## src/rtl/fifo_stream_reader_pkg.sv

```systemverilog
// Shared FIFO definitions: common FIFO geometry and the output-buffer state type
// used by the FIFO stream reader.
package fifo_stream_reader_pkg;

  localparam int unsigned FIFO_DEPTH = 8;
  localparam int unsigned FIFO_WIDTH = 8;
  localparam int unsigned BUF_DEPTH  = 2;
  localparam int unsigned OCC_W      = 2;

  // Encoding equals the number of words held, so occupancy is the state value
  typedef enum logic [OCC_W-1:0] {
    EMPTY = 2'd0,
    ONE   = 2'd1,
    TWO   = 2'd2
  } buf_state_t;

  function automatic logic [OCC_W-1:0] occ_of(input buf_state_t s);
    return OCC_W'(s);
  endfunction

endpackage

```

## src/rtl/fifo_stream_reader_if.sv

```systemverilog
// FIFO read-port plus valid/ready stream bundle between the reader and its
// environment; master is the reader side.
interface fifo_stream_reader_if #(
  parameter int unsigned WIDTH = 8
) ();

  logic             fifo_empty;
  logic [WIDTH-1:0] fifo_data;
  logic             fifo_read;
  logic             flush;
  logic             m_valid;
  logic             m_ready;
  logic [WIDTH-1:0] m_data;

  modport master (
    input  fifo_empty, fifo_data, flush, m_ready,
    output fifo_read, m_valid, m_data
  );

  modport slave (
    output fifo_empty, fifo_data, flush, m_ready,
    input  fifo_read, m_valid, m_data
  );

endinterface

```

## src/rtl/fifo_stream_reader.sv

```systemverilog
// Converts a sync FIFO pop/one-cycle-latency read port into a valid/ready
// stream through a 2-entry ordered output buffer, counting accepted words.
module fifo_stream_reader
  import fifo_stream_reader_pkg::*;
#(
  parameter int unsigned WIDTH = 8,
  parameter int unsigned CNT_W = 16
) (
  input  logic                  clk,
  input  logic                  rst_n,
  fifo_stream_reader_if.master  bus,
  output logic [CNT_W-1:0]      word_cnt
);

  buf_state_t       state;
  buf_state_t       state_nx;
  logic             inflight;
  logic [WIDTH-1:0] buf0;
  logic [WIDTH-1:0] buf1;
  logic [WIDTH-1:0] buf0_nx;
  logic [WIDTH-1:0] buf1_nx;
  logic             valid;
  logic             accept;
  logic             capture;
  logic             pop;
  logic [OCC_W-1:0] slots_used;

  assign valid   = (state != EMPTY);
  assign accept  = valid & bus.m_ready;
  // An arriving word is dropped when a flush coincides with its capture cycle
  assign capture = inflight & ~bus.flush;

  // A same-cycle accept frees a slot, which keeps one pop per cycle when streaming
  assign slots_used = occ_of(state) + OCC_W'(inflight) - OCC_W'(accept);
  assign pop        = rst_n & ~bus.fifo_empty & ~bus.flush
                      & (slots_used < OCC_W'(BUF_DEPTH));

  assign bus.fifo_read = pop;
  assign bus.m_valid   = valid;
  assign bus.m_data    = buf0;

  // Next buffer state and contents; buf0 is always the oldest word
  always_comb begin
    state_nx = state;
    buf0_nx  = buf0;
    buf1_nx  = buf1;
    if (bus.flush) begin
      state_nx = EMPTY;
    end else begin
      case (state)
        EMPTY: begin
          if (capture) begin
            buf0_nx  = bus.fifo_data;
            state_nx = ONE;
          end
        end
        ONE: begin
          case ({capture, accept})
            2'b10: begin
              buf1_nx  = bus.fifo_data;
              state_nx = TWO;
            end
            2'b01:   state_nx = EMPTY;
            2'b11:   buf0_nx  = bus.fifo_data;
            default: state_nx = ONE;
          endcase
        end
        TWO: begin
          if (accept) begin
            buf0_nx = buf1;
            if (capture) begin
              buf1_nx = bus.fifo_data;
            end else begin
              state_nx = ONE;
            end
          end
        end
        default: state_nx = EMPTY;
      endcase
    end
  end

  always_ff @(posedge clk or negedge rst_n) begin
    if (!rst_n) begin
      state    <= EMPTY;
      inflight <= 1'b0;
      buf0     <= '0;
      buf1     <= '0;
    end else begin
      state    <= state_nx;
      inflight <= pop;
      buf0     <= buf0_nx;
      buf1     <= buf1_nx;
    end
  end

  // Delivered-word counter, wraps naturally; flush does not touch it
  always_ff @(posedge clk or negedge rst_n) begin
    if (!rst_n) begin
      word_cnt <= '0;
    end else if (accept) begin
      word_cnt <= word_cnt + CNT_W'(1);
    end
  end

endmodule

```

## src/flat_wrapper.sv

```systemverilog
// flat-port wrapper written by rule: the top's interface ports become plain ports
module fifo_stream_reader_flat import fifo_stream_reader_pkg::*;
#(
  parameter int unsigned WIDTH = 8,
  parameter int unsigned CNT_W = 16
)
  (clk, rst_n, word_cnt, bus_fifo_empty, bus_fifo_data, bus_flush, bus_m_ready, bus_fifo_read, bus_m_valid, bus_m_data);
  fifo_stream_reader_if #(.WIDTH(WIDTH)) bus_i ();
  input  logic clk;
  input  logic rst_n;
  output logic [CNT_W-1:0] word_cnt;
  input wire logic [$bits(bus_i.fifo_empty)-1:0] bus_fifo_empty;
  input wire logic [$bits(bus_i.fifo_data)-1:0] bus_fifo_data;
  input wire logic [$bits(bus_i.flush)-1:0] bus_flush;
  input wire logic [$bits(bus_i.m_ready)-1:0] bus_m_ready;
  output wire logic [$bits(bus_i.fifo_read)-1:0] bus_fifo_read;
  output wire logic [$bits(bus_i.m_valid)-1:0] bus_m_valid;
  output wire logic [$bits(bus_i.m_data)-1:0] bus_m_data;
  assign bus_i.fifo_empty = bus_fifo_empty;
  assign bus_i.fifo_data = bus_fifo_data;
  assign bus_i.flush = bus_flush;
  assign bus_i.m_ready = bus_m_ready;
  assign bus_fifo_read = bus_i.fifo_read;
  assign bus_m_valid = bus_i.m_valid;
  assign bus_m_data = bus_i.m_data;
  fifo_stream_reader #(.WIDTH(WIDTH), .CNT_W(CNT_W)) u_core (.clk(clk), .rst_n(rst_n), .bus(bus_i), .word_cnt(word_cnt));
endmodule
```

## config.mk

```make
export PLATFORM = sky130hd
export DESIGN_NAME = fifo_stream_reader_flat
export DESIGN_NICKNAME = d
export VERILOG_FILES = /design/src/rtl/fifo_stream_reader_pkg.sv /design/src/rtl/fifo_stream_reader_if.sv /design/src/rtl/fifo_stream_reader.sv /design/src/flat_wrapper.sv
export SDC_FILE = /design/constraint.sdc
export NUM_CORES = 1
export LEC_CHECK = 0
export CORE_AREA = 4 4 73 75
export CTS_BUF_LIST = sky130_fd_sc_hd__clkbuf_16
export DETAILED_ROUTE_END_ITERATION = 6
export DIE_AREA = 0 0 77 79
export SETUP_SLACK_MARGIN = 0.15
export SYNTH_ARGS = -nofsm -noshare
export SYNTH_HDL_FRONTEND = slang
export SYNTH_SLANG_ARGS = --single-unit
```

## constraint.sdc

```tcl
create_clock -name clk -period 2.4 [get_ports clk]
set_input_delay 0.48 -clock clk [delete_from_list [all_inputs] [get_ports clk]]
set_output_delay 0.48 -clock clk [all_outputs]
set_load 0.1 [all_outputs]
```

==> results.json <==
{
  "antenna_found_initial": 0,
  "r2r_setup_slack_ps": 250,
  "post-route-drc-count": 0,
  "routed_via_density": 5.11,
  "clkSlewWorstSetupHoldPaths_ps": 60,
  "setup_viol_count_final": 1,
  "vias": 1344,
  "cts_hold_buffers": 0,
  "cp.arrival_ps": 2070,
  "layout-drive-gt1-share_pct": 41.1,
  "critPathKind": "register to output port",
  "min_from": "u_core.word_cnt[15]",
  "min_delay_worst_endpoint": "u_core.word_cnt[15]",
  "rsz0062_at_grt": "true",
  "pwr_density_cell_nw_per_um2": 1330,
  "ys.warnings.count": 0,
  "globalplace.congestion": 0.883,
  "status": "complete, but fails checks",
  "cts_buffer_depth": 2,
  "startpoint_type": "register",
  "maxCapViolations": 0,
  "tightest_slew_ps": 452,
  "synth-edff-count": 0,
  "avgSynthCellArea_um2": 11.9,
  "dp_hpwl_um": 2790,
  "port_buffers": 38,
  "cp_slowest_stage_delay_ps": 380,
  "crit_slowest_cell": "dfrtp_1",
  "synth-seq-cells": 35,
  "worstReg2RegEnd": "u_core.buf1[5]",
  "place_area_um2": 2320,
  "route.met3.wl_um": 221,
  "cts_htree_levels": 2,
  "die_y_um": 79,
  "slew_violations": 0,
  "cts_made_buffers": 5,
  "totalPowerFinal_w": 0.00333,
  "cts_tree": "done",
  "slew_headroom_pct": 69.9,
  "crit_buf_inv": 2,
  "diodes": 0,
  "finalCriticalPeriod_ps": 2550,
  "fin_crit_sh_pct": 106,
  "cts_sinks": 35,
  "start_util_pct": 38.6,
  "syn_inst": 151,
  "seq_area_frac_synth_pct": 48.7,
  "final_cell_area_um2": 2500,
  "drt_wl_total_um": 3870,
  "ys.flop_type": "dfrtp_1",
  "dr.first_iter.drc_count": 57,
  "grt_usage_pct": 13.8,
  "ir_drop_mv": 0.657,
  "root_buffer": "clkbuf_16",
  "row_count": 25,
  "maxUsedRoutingLayer": "met4",
  "whs_path_depth": 1,
  "grt_pass1_vias": 1437,
  "synthesis.nets": 170,
  "ys_top_cells_by_area": "dfrtp_1, mux2_2, mux2_4, xnor2_1, ha_1",
  "fp.dieW_um": 77,
  "nets": 227,
  "grt.overflow.total": 0,
  "timing.fmax_mhz": 393,
  "dieArea_um2": 6080,
  "reg2regPathDepth": 9,
  "clock_latency_ps": 280,
  "endpoint_kind": "output port",
  "m1WireLength_um": 1670,
  "grt_first_pass_wirelength_um": 6620,
  "synth_cell_types": 37,
  "syn_to_final_growth_pct": 39.2,
  "final_common_cell": "buf_4",
  "drtPass1Iterations": 4,
  "rr_startpoint": "u_core.state[0]",
  "critical_path.cell_chain": "inv_2 -> ha_4 -> nor2b_4 -> a311o_1 -> or3_4 -> a21oi_4 -> buf_12",
  "avgRoutedWirePerCell_um": 14.7,
  "yosysTopAreaCellShare_pct": 48.7,
  "crit_family": "compound AO/OA/AOI/OAI gates",
  "io_pins": 39,
  "timing.hold.ws_ps": 467,
  "drtAntennaViolNets": 0,
  "synth_area_leader_cell": "dfrtp_1",
  "violations": "negative setup slack",
  "worst_slack_ps": -146,
  "final_cell_mix": "buf_4, dfrtp_1, mux2_2, nand2_1, xnor2_1",
  "dr_wl_met2_um": 1890,
  "ys_async_sr_fraction_pct": 100,
  "core_area_um2": 4660,
  "grt_max_degree": 36,
  "p_leak_nw": 1.21,
  "final_util_pct": 53.7,
  "hold_violations": 0,
  "cp_max_fo": 5,
  "crit_required_ps": 1920,
  "hold_path.class": "register to register",
  "netlist_area_um2": 1800,
  "fin_worst_skew_ps": 2.51
}
## report_power, final
part | internal (W) | switching (W)
Combinational | 0.000622 | 0.00119
Sequential | 0.000775 | 0.000121
Clock | 0.000378 | 0.000242
Total | 0.00177 | 0.00155
## sequential cells by signal (all words and copies together), names as in the netlist
signal / cells
u_core.state: 2
u_core.inflight: 1
u_core.bus.m_data: 8
u_core.buf1: 8
u_core.word_cnt: 16
## cell families after synthesis
group | count (synthesis) | synth area share [%]
and+or+nand+nor | 44 | 13.5
DFF | 35 | 48.7
muxes | 24 | 16.7
AOI/OAI and AO/OA | 15 | 6.40
xor gates and xnor gates | 15 | 7.31
buffers and inverters | 12 | 3.20
adders and majority gates | 6 | 4.18
## worst register-to-register path, cell delays in order, from the launching register on
cell     delay [ps]
dfrtp_1         350
inv_2            80
buf_6           110
buf_4           130
ha_1            210
inv_1           120
a21oi_1          50
or4b_1          500
buf_6           180
mux2_4          300
## metal layers
metal,vias to the layer above,track usage [%]
met5,-,0
met4,0,6.41
met3,11,4.42
met2,43,23.0
met1,649,16.2
li1,641,-
## worst max path at each step
| stage | startpoint | endpoint | slack, ps | depth (start not counted) |
|---|---|---|---|---|
| global placement | bus_m_ready | bus_fifo_read | -330 | 6 |
| global route | u_core.state[0] | bus_fifo_read | -230 | 7 |
| finish | u_core.state[1] | bus_fifo_read | -150 | 7 |
| detailed placement | bus_m_ready | bus_fifo_read | -350 | 6 |
| CTS | u_core.state[1] | bus_fifo_read | -190 | 7 |
| floorplan | u_core.state[0] | bus_fifo_read | -130 | 6 |
## cell usage after synthesis (3+ instances only)
library cell / n
ha_1: 6
a21oi_1: 3
nand2_1: 13
mux2_4: 8
nand3_1: 4
mux2_2: 16
dfrtp_1: 35
nand4_1: 4
inv_1: 7
nor2_1: 8
xnor2_1: 13
o21ai_0: 3
## through the flow
| step | setup TNS [ps] | instances | setup slack (ps) |
|---|---|---|---|
| after CTS | -187 | 260 | -187 |
| final | -146 | 263 | -146 |
| after detailed placement | -1100 | 251 | -349 |
| after floorplan | -127 | 151 | -127 |
| after global placement | -914 | 251 | -327 |
| after global routing | -234 | 263 | -234 |
## final cells by class
class,count,area (um^2)
Inverter,7,26.3
Clock buffer,5,125
Clock inverter,3,16.3
Sequential cell,35,876
Tap cell,54,67.6
Timing Repair Buffer,55,474
Multi-Input combinational cell,104,917
Fill cell,405,2160
## what timing repair did
| item | 4_1_cts | 5_1_grt |
|---|---|---|
| setup buffers | 1 | 3 |
| setup endpoints to repair | 1 | 1 |
| gates cloned | 0 | 0 |
| endpoints found under the hold margin | 0 | 0 |
| gates resized for setup | 1 | 2 |
| pin swaps | 2 | 1 |
Power figures use the tool's default switching activity.
